==> src/rtl/char_render_ctrl.sv <==
// Glyph renderer: fetches an 8x8 bitmap from charmem and streams 64 pixel writes to the framebuffer.
// Optional build macro CHAR_TRANSPARENT_EN: 0 bits produce no write and take one cycle each.
module char_render_ctrl #(
    parameter int NUM_CHARS = 40,
    parameter int COLS      = 80,
    parameter int ROWS      = 60,
    parameter int COLOR_W   = 8,
    parameter int ADDR_W    = 19,
    parameter logic [COLOR_W-1:0] BG_COLOR = '0
) (
    input  logic               clk,
    input  logic               rst_n,
    input  logic               req_valid,
    output logic               req_ready,
    input  logic [5:0]         req_char,
    input  logic [6:0]         req_col,
    input  logic [5:0]         req_row,
    input  logic [COLOR_W-1:0] req_color,
    output logic               charprint,
    output logic [5:0]         caractere,
    input  logic [63:0]        bitmap,
    output logic               fb_we,
    output logic [ADDR_W-1:0]  fb_addr,
    output logic [COLOR_W-1:0] fb_data,
    input  logic               fb_ready,
    output logic               busy,
    output logic               done,
    output logic               err
);

    typedef enum logic [2:0] {
        S_IDLE,
        S_FETCH,
        S_WAIT,
        S_DRAW,
        S_DONE
    } state_t;

    localparam logic [5:0]        CHAR_LIM   = 6'(NUM_CHARS);
    localparam logic [6:0]        COL_LIM    = 7'(COLS);
    localparam logic [5:0]        ROW_LIM    = 6'(ROWS);
    localparam logic [ADDR_W-1:0] LINE_PITCH = ADDR_W'(COLS * 8);

    state_t               state_q, state_d;
    logic [5:0]           char_q, char_d;
    logic [COLOR_W-1:0]   color_q, color_d;
    logic [ADDR_W-1:0]    base_q, base_d;
    logic                 err_q, err_d;
    logic [63:0]          bmp_q, bmp_d;
    logic [2:0]           x_q, x_d;
    logic [2:0]           y_q, y_d;

    logic                 illegal;
    logic                 advance;
    logic [5:0]           pix_idx;
    logic                 pix_bit;
    logic [ADDR_W-1:0]    pix_addr;

    assign illegal = (req_char >= CHAR_LIM) || (req_col >= COL_LIM) || (req_row >= ROW_LIM);

    // 63-(y*8+x) on six bits is the bitwise complement: MSB is the top-left pixel.
    assign pix_idx  = ~{y_q, x_q};
    assign pix_bit  = bmp_q[pix_idx];
    assign pix_addr = base_q + ADDR_W'(y_q) * LINE_PITCH + ADDR_W'(x_q);

    assign req_ready = rst_n && (state_q == S_IDLE);
    assign caractere = (state_q == S_FETCH) ? char_q : 6'd0;
    assign fb_addr   = (state_q == S_DRAW) ? pix_addr : '0;
    assign fb_data   = (state_q == S_DRAW) ? (pix_bit ? color_q : BG_COLOR) : '0;

    always_comb begin
        state_d   = state_q;
        char_d    = char_q;
        color_d   = color_q;
        base_d    = base_q;
        err_d     = err_q;
        bmp_d     = bmp_q;
        x_d       = x_q;
        y_d       = y_q;
        charprint = 1'b0;
        fb_we     = 1'b0;
        done      = 1'b0;
        err       = 1'b0;
        advance   = 1'b0;
        busy      = (state_q != S_IDLE);

        case (state_q)
            S_IDLE: begin
                if (req_valid) begin
                    char_d  = req_char;
                    color_d = req_color;
                    base_d  = (ADDR_W'(req_row) << 3) * LINE_PITCH + (ADDR_W'(req_col) << 3);
                    err_d   = illegal;
                    state_d = illegal ? S_DONE : S_FETCH;
                end
            end
            S_FETCH: begin
                charprint = 1'b1;
                state_d   = S_WAIT;
            end
            S_WAIT: begin
                bmp_d   = bitmap;
                x_d     = 3'd0;
                y_d     = 3'd0;
                state_d = S_DRAW;
            end
            S_DRAW: begin
`ifdef CHAR_TRANSPARENT_EN
                fb_we   = pix_bit;
                advance = !pix_bit || fb_ready;
`else
                fb_we   = 1'b1;
                advance = fb_ready;
`endif
                if (advance) begin
                    x_d = x_q + 3'd1;
                    if (x_q == 3'd7) begin
                        y_d = y_q + 3'd1;
                    end
                    if ({y_q, x_q} == 6'd63) begin
                        state_d = S_DONE;
                    end
                end
            end
            S_DONE: begin
                done    = 1'b1;
                err     = err_q;
                state_d = S_IDLE;
            end
            default: state_d = S_IDLE;
        endcase
    end

    always_ff @(posedge clk or negedge rst_n) begin
        if (!rst_n) begin
            state_q <= S_IDLE;
            char_q  <= '0;
            color_q <= '0;
            base_q  <= '0;
            err_q   <= 1'b0;
            bmp_q   <= '0;
            x_q     <= '0;
            y_q     <= '0;
        end else begin
            state_q <= state_d;
            char_q  <= char_d;
            color_q <= color_d;
            base_q  <= base_d;
            err_q   <= err_d;
            bmp_q   <= bmp_d;
            x_q     <= x_d;
            y_q     <= y_d;
        end
    end

endmodule

==> config.mk <==
export PLATFORM = sky130hd
export DESIGN_NAME = char_render_ctrl
export DESIGN_NICKNAME = d
export VERILOG_FILES = /design/src/rtl/char_render_ctrl.sv
export SDC_FILE = /design/constraint.sdc
export NUM_CORES = 1
export LEC_CHECK = 0
export CORE_MARGIN = 1
export CORE_UTILIZATION = 50
export DETAILED_ROUTE_END_ITERATION = 8
export PLACE_DENSITY = 0.81
export SYNTH_ARGS = -nofsm -noshare
export SYNTH_HDL_FRONTEND = slang
export SYNTH_SLANG_ARGS = --single-unit
export TNS_END_PERCENT = 1
==> constraint.sdc <==
create_clock -name clk -period 5.7 [get_ports clk]
set_clock_uncertainty 0.05 [all_clocks]
set_input_delay 0.855 -clock clk [delete_from_list [all_inputs] [get_ports clk]]
set_output_delay 0.855 -clock clk [all_outputs]
set_load 0.01 [all_outputs]
Word level (Yosys, flattened, before mapping)
Cells that the tools add are included.
- flip-flop bits (word level): 107
- logic and storage cells: 60
- input bits: 95
- $mul: 2
- mux-type cells: 20
- add/subtract/negate cells: 5
- order comparisons: 4
- equality and inequality tests: 10
- bitwise gates (word level): 1
- reductions and logical operators: 10
- operator list (kind ; count):
    3-bit 2-to-1 mux ; 7
    19-bit by 10-bit adder with 19-bit output ; 1
    19-bit by 13-bit adder with 19-bit output ; 1
    19-bit by 3-bit adder with 19-bit output ; 1
    19-bit 2-to-1 mux ; 1
    8-bit 2-to-1 mux ; 2
    6-bit >= comparator (second input constant) ; 2
    3-bit case mux with 2 select lines ; 2
    3-bit case mux with 4 select lines ; 1
    6-bit by 3-bit multiplier with 9-bit output (second input constant) ; 1
    7-bit >= comparator (second input constant) ; 1
    6-bit by 7-bit less-than comparator with 1-bit output (second input constant) ; 1
    3-bit by 1-bit adder with 3-bit output (second input constant) ; 2
    1-bit binary-select mux with 6-bit select ; 1
    3-bit by 2-bit equality test with 1-bit output (second input constant) ; 2
    3-bit equality test (second input constant) ; 2
    6-bit equality test (second input constant) ; 1
    3-bit by 3-bit multiplier with 6-bit output (second input constant) ; 1
    6-bit 2-to-1 mux ; 1
    6-bit NOT ; 1
    3-bit AND reduction ; 2
    1-bit 2-to-1 mux ; 5
    2-bit by 1-bit != test with 1-bit output (second input constant) ; 2
    2-bit != test (second input constant) ; 2
    7 further kinds ; 9

Longest topological paths before layout
- word-level depth: 6
- mapped depth: 9
- depth with buffers taken out: 9

Worst setup path before layout
OpenSTA, ideal clock, no wires.
- path type: register to output
- from: reg y_q[2]
- to: out fb_addr[13]
- data required time: 4.795 ns
- cell stages (with the launch flop): 9
- setup slack: 2.710 ns
- arrival time: 2.085 ns
- path through: dfrtp_1 ha_1 ha_1 ha_1 ha_1 o21a_1 o21a_1 o21a_1 nor3_1
- cells in the longest elaborated chain, start to end: 4
- RTL lines (element ; RTL line ; RTL):
    start, declared ; 51 ; logic [2:0] y_q, y_d;
    start signal, assigned ; 152 ; y_q <= y_d;
    3-bit by 3-bit multiplier with 6-bit output ; 64 ; assign pix_addr = base_q + ADDR_W'(y_q) * LINE_PITCH + ADDR_W'(x_q);
    19-bit by 13-bit adder with 19-bit output ; 64 ;
    19-bit by 3-bit adder with 19-bit output ; 64 ;
    19-bit 2-to-1 mux ; 68 ; assign fb_addr = (state_q == S_DRAW) ? pix_addr : '0;
    end, declared ; 23 ; output logic [ADDR_W-1:0] fb_addr,
No other way between the ends.

Worst setup path after layout
- from: reg x_q[1]
- to: out fb_data[2]
- cells in the longest elaborated chain, start to end: 5
- RTL lines (element ; RTL line ; RTL):
    start, declared ; 50 ; logic [2:0] x_q, x_d;
    start signal, assigned ; 142 ; x_q <= '0;
    start signal, assigned ; 151 ; x_q <= x_d;
    6-bit NOT ; 62 ; assign pix_idx = ~{y_q, x_q};
    1-bit binary-select mux with 6-bit select ; 63 ; assign pix_bit = bmp_q[pix_idx];
    1-bit 2-to-1 mux (implied by the code) ; 63 ;
    8-bit 2-to-1 mux (2 in a row) ; 69 ; assign fb_data = (state_q == S_DRAW) ? (pix_bit ? color_q : BG_COLOR) : '0;
    end, declared ; 24 ; output logic [COLOR_W-1:0] fb_data,
No other way between the ends. The select of a mux whose other input is x is not followed.

==> summary.log <==
[detailed_routing] count of vias placed by the detailed router 4,125
[power] highest ir drop seen on vdd 210 uV
[global_route] wire length of the first global-routing pass 20,800 um
[synthesis] post-synthesis xor/xnor area fraction 1.59%
[detailed_routing] detailed router's first-iteration violation count 207
[synthesis] Post-Synthesis Net Count 621
[critical_path] Crit path arrival time 3.45 ns
[critical_path] worst reg-to-reg path cell count 4
[detailed_routing] WL final 12,400 um
[placed_design] Post-DP HPWL 9210 um
[critical_path] Reg-to-Reg Start state_q[0]
[critical_path] cell chain of the critical path buf_4 -> mux2_2 -> o22ai_1 -> nor3_1 -> nor4_2 -> o22ai_2 -> and2_1 -> clkdlybuf4s50_1
[hold_path] hold-critical path depth 2
[synthesis] Syn Std Cell Area 0.00550 sq mm
[synthesis] post-synthesis simple-gate area fraction 16.2%
[detailed_routing] antenna violation net count after detailed routing 0
[placed_design] Worst Setup Slack post-DPL 1.76 ns
[timing] max-slew violation total from the final report 0
[finish] area growth from synthesis to layout 28.2%
[synthesis] mux share of post-synthesis cell area 18.5%
[clocking] clock latency on the worst-skew pair 0.37 ns
[floorplanning] initial core utilization 52.4%
[clocking] maximum buffer depth of the clock tree 2
[timing] Max transition margin 28.3%
[synthesis] area fraction in compound gates after synthesis 7.37%
[floorplanning] top-level port count 134
[run] number of max-capacitance violations reported 0
[synthesis] most used flip-flop cell after synthesis sky130_fd_sc_hd__dfrtp_1
[clocking] clk root buf sky130_fd_sc_hd__clkbuf_8
[finish] post-route cell area 0.00706 sq mm
[finish] footprint of the multi-input gates 0.00270 sq mm
[synthesis] top cell type's share of synthesized area 47.3%
[critical_path] slack of the worst reg-to-reg path 3.47 ns
[synthesis] cells taking the most area after synthesis sky130_fd_sc_hd__dfrtp_1 (47%), sky130_fd_sc_hd__mux2_2 (12%), sky130_fd_sc_hd__nand2_1 (6.5%)
[outcome] outcome complete, no violations
[clocking] CTS HTree Levels 3
[synthesis] number of distinct library cells after synthesis 54
[floorplanning] core area 0.0105 sq mm
[critical_path] Buffers & Inverters on Critical Path 2
[timing] fin crit period 4.35 ns
[synthesis] number of synthesis warnings 0
[timing] final worst setup slack 1.35 ns
[synthesis] library cell with the highest instance count after synthesis sky130_fd_sc_hd__dfrtp_1
[finish] Final Net Count 742
[hold_path] hold wc startpoint char_q[1]
[synthesis] number of enable flip-flop cells after synthesis 0
[power] PD cells 275 mW/mm^2
[clocking] number of gates resized after cts 0
[synthesis] syn avg cell area 10.9 sq um
[timing] final total negative setup slack 0 ns
[timing] Final Cycle Share 76.4%
[timing] final hold viol count 0
[global_route] total congestion overflow 0
[floorplanning] Vert. Die Dim 107 um
[hold_path] endpoint with the worst hold slack char_q[1]
[hold_path] class of the worst hold path flip-flop to flip-flop
[placed_design] quantity of I/O buffers inserted on ports 133
[critical_path] nature of the critical path endpoint output pin
[timing] Worst-Margin Slew 1.07 ns
[floorplanning] width of the chip 107 um
[critical_path] critical path data required time 4.80 ns
[clocking] clock transition at the registers of the reported paths 0.10 ns
[detailed_routing] DR vias/cell 5.39
[critical_path] startpoint type of the worst setup path flip-flop
[global_route] gr usage total 23.1%
[critical_path] Worst path top cell family by delay flip-flops
[clocking] Post-CTS Hold Buffers 0
[clocking] number of CTS-inserted buffers 9
[critical_path] crit-path max cell delay 1.00 ns
[synthesis] register bit count reported by yosys 104
[global_route] initial antenna violation count 0
[placed_design] GP Congestion 0.812
[clocking] CTS sink cnt 104
[detailed_routing] remaining design rule violation count 0
[detailed_routing] WL/cell 16.1 um
[placed_design] cell area after placement 0.00687 sq mm
[power] leakage power total 3.16 nW
[synthesis] share of synthesized cell area in full adder, half adder and majority cells 5.28%
[clocking] Setup Buffers After CTS 0
[finish] number of fillers in the final layout 836
[global_route] vias in the first global route 4,408
[clocking] TritonCTS clock tree built
[synthesis] Commonest cells post-synth sky130_fd_sc_hd__dfrtp_1 (104), sky130_fd_sc_hd__nand2_1 (95), sky130_fd_sc_hd__mux2_2 (61), sky130_fd_sc_hd__ha_1 (20), sky130_fd_sc_hd__o21ai_0 (19)
[timing] setup repair after global routing missed its margin false
[synthesis] number of cells produced by synthesis 504
[global_route] largest net degree at the start of global routing 65
[finish] share of final-layout standard cells stronger than drive strength 1 15.2%
[synthesis] Synth area leader sky130_fd_sc_hd__dfrtp_1
[synthesis] sequential cell area fraction in the yosys report 47.3%
[critical_path] Critical R2R Capture base_q[18]
[critical_path] Crit Path Max Fanout 29
[finish] sequential cell area in the final layout 0.00260 sq mm
[critical_path] Worst path slowest cell sky130_fd_sc_hd__dfrtp_1
[floorplanning] # rows 37
[timing] achievable frequency 230 MHz
[detailed_routing] first drt pass iteration count 4
[critical_path] start-to-end type of the worst setup path flip-flop to output pin
[finish] number of diodes 0
[floorplanning] overall die area 0.0114 sq mm
[synthesis] Async S/R FF share, synth 100%
[timing] # setup viols final 0
[synthesis] main combinational cell family by area after synthesis multiplexers
==> worst max-delay path by stage <==
stage / slack, ns / depth (start not counted) / endpoint / start
6_report: 1.35 / 8 / fb_data[2] / x_q[1]
5_1_grt: 1.21 / 8 / fb_data[2] / x_q[1]
4_1_cts: 1.33 / 8 / fb_data[2] / x_q[1]
3_5_place_dp: 1.76 / 8 / fb_data[2] / x_q[1]
3_3_place_gp: 1.84 / 8 / fb_data[6] / x_q[1]
2_1_floorplan: 2.71 / 8 / fb_addr[13] / y_q[2]
==> kinds of logic after synthesis <==
kind of cell | Yosys count
AOI/OAI and AO/OA | 59
buffers and inverters | 37
and+or+nand+nor | 188
adders and majority gates | 22
DFF | 104
xor gates and xnor gates | 10
muxes | 84
==> state kept, by name, summed over array words and instances (netlist names) <==
register / flops
base_q: 16
char_q: 6
bmp_q: 64
color_q: 8
state_q: 3
x_q: 3
err_q: 1
y_q: 3
==> per-stage QoR <==
step	std cells	hold slack, ns	power [mW]	utilization, %
2_1_floorplan	504	0.387	1.28	-
3_3_place_gp	750	0.399	1.49	65.4
3_5_place_dp	750	0.405	1.51	65.4
4_1_cts	766	0.429	1.96	67.2
5_1_grt	766	0.451	2.05	67.2
6_report	766	0.425	1.94	67.2
==> metal layers <==
| layer | vias to the layer above | share of wire (%) | global-route usage [%] |
|---|---|---|---|
| li1 | 1997 | - | - |
| met1 | 2006 | 43 | 28.8 |
| met2 | 101 | 51 | 40.6 |
| met3 | 21 | 4.0 | 3.77 |
| met4 | 0 | 1.9 | 8.02 |
| met5 | - | 0 | 0 |
==> report_power, final <==
part           internal [mW]  switching [mW]  total (mW)
clock                  0.178           0.268       0.446
sequential             0.792           0.102       0.895
combinational          0.336           0.267       0.604
==> cells in the final DEF (no fill, tap or decap), types with 5 or more instances in the layout <==
cell,netlist,final
sky130_fd_sc_hd__clkdlybuf4s50_1,0,132
sky130_fd_sc_hd__dfrtp_1,104,104
sky130_fd_sc_hd__nand2_1,95,95
sky130_fd_sc_hd__mux2_2,61,61
sky130_fd_sc_hd__ha_1,20,20
sky130_fd_sc_hd__o21ai_0,19,19
sky130_fd_sc_hd__nor2_1,18,18
sky130_fd_sc_hd__and2_1,18,18
sky130_fd_sc_hd__mux2_1,16,16
sky130_fd_sc_hd__nor3_1,13,13
sky130_fd_sc_hd__nor2b_1,10,10
sky130_fd_sc_hd__clkbuf_8,1,10
sky130_fd_sc_hd__inv_1,8,8
sky130_fd_sc_hd__and3_1,8,8
sky130_fd_sc_hd__a21oi_1,7,7
sky130_fd_sc_hd__nand3_1,7,7
sky130_fd_sc_hd__xor2_1,6,6
sky130_fd_sc_hd__o22ai_1,5,5
sky130_fd_sc_hd__buf_4,1,5
==> tightest hold or removal path, cell delays in order (launching register included) <==
cell,delay [ns]
sky130_fd_sc_hd__dfrtp_1,0.35
sky130_fd_sc_hd__nand2_1,0.05
sky130_fd_sc_hd__nand2_1,0.05
==> area by class of cell <==
| cell class | count | share of cell area [%] |
|---|---|---|
| Clock buffer | 10 | 1.95 |
| Clock inverter | 6 | 0.727 |
| Inverter | 10 | 0.532 |
| Multi-Input combinational cell | 363 | 38.2 |
| Sequential cell | 104 | 36.9 |
| Tap cell | 136 | 2.41 |
| Timing Repair Buffer | 137 | 19.3 |
(Power assumes the default switching activity.)
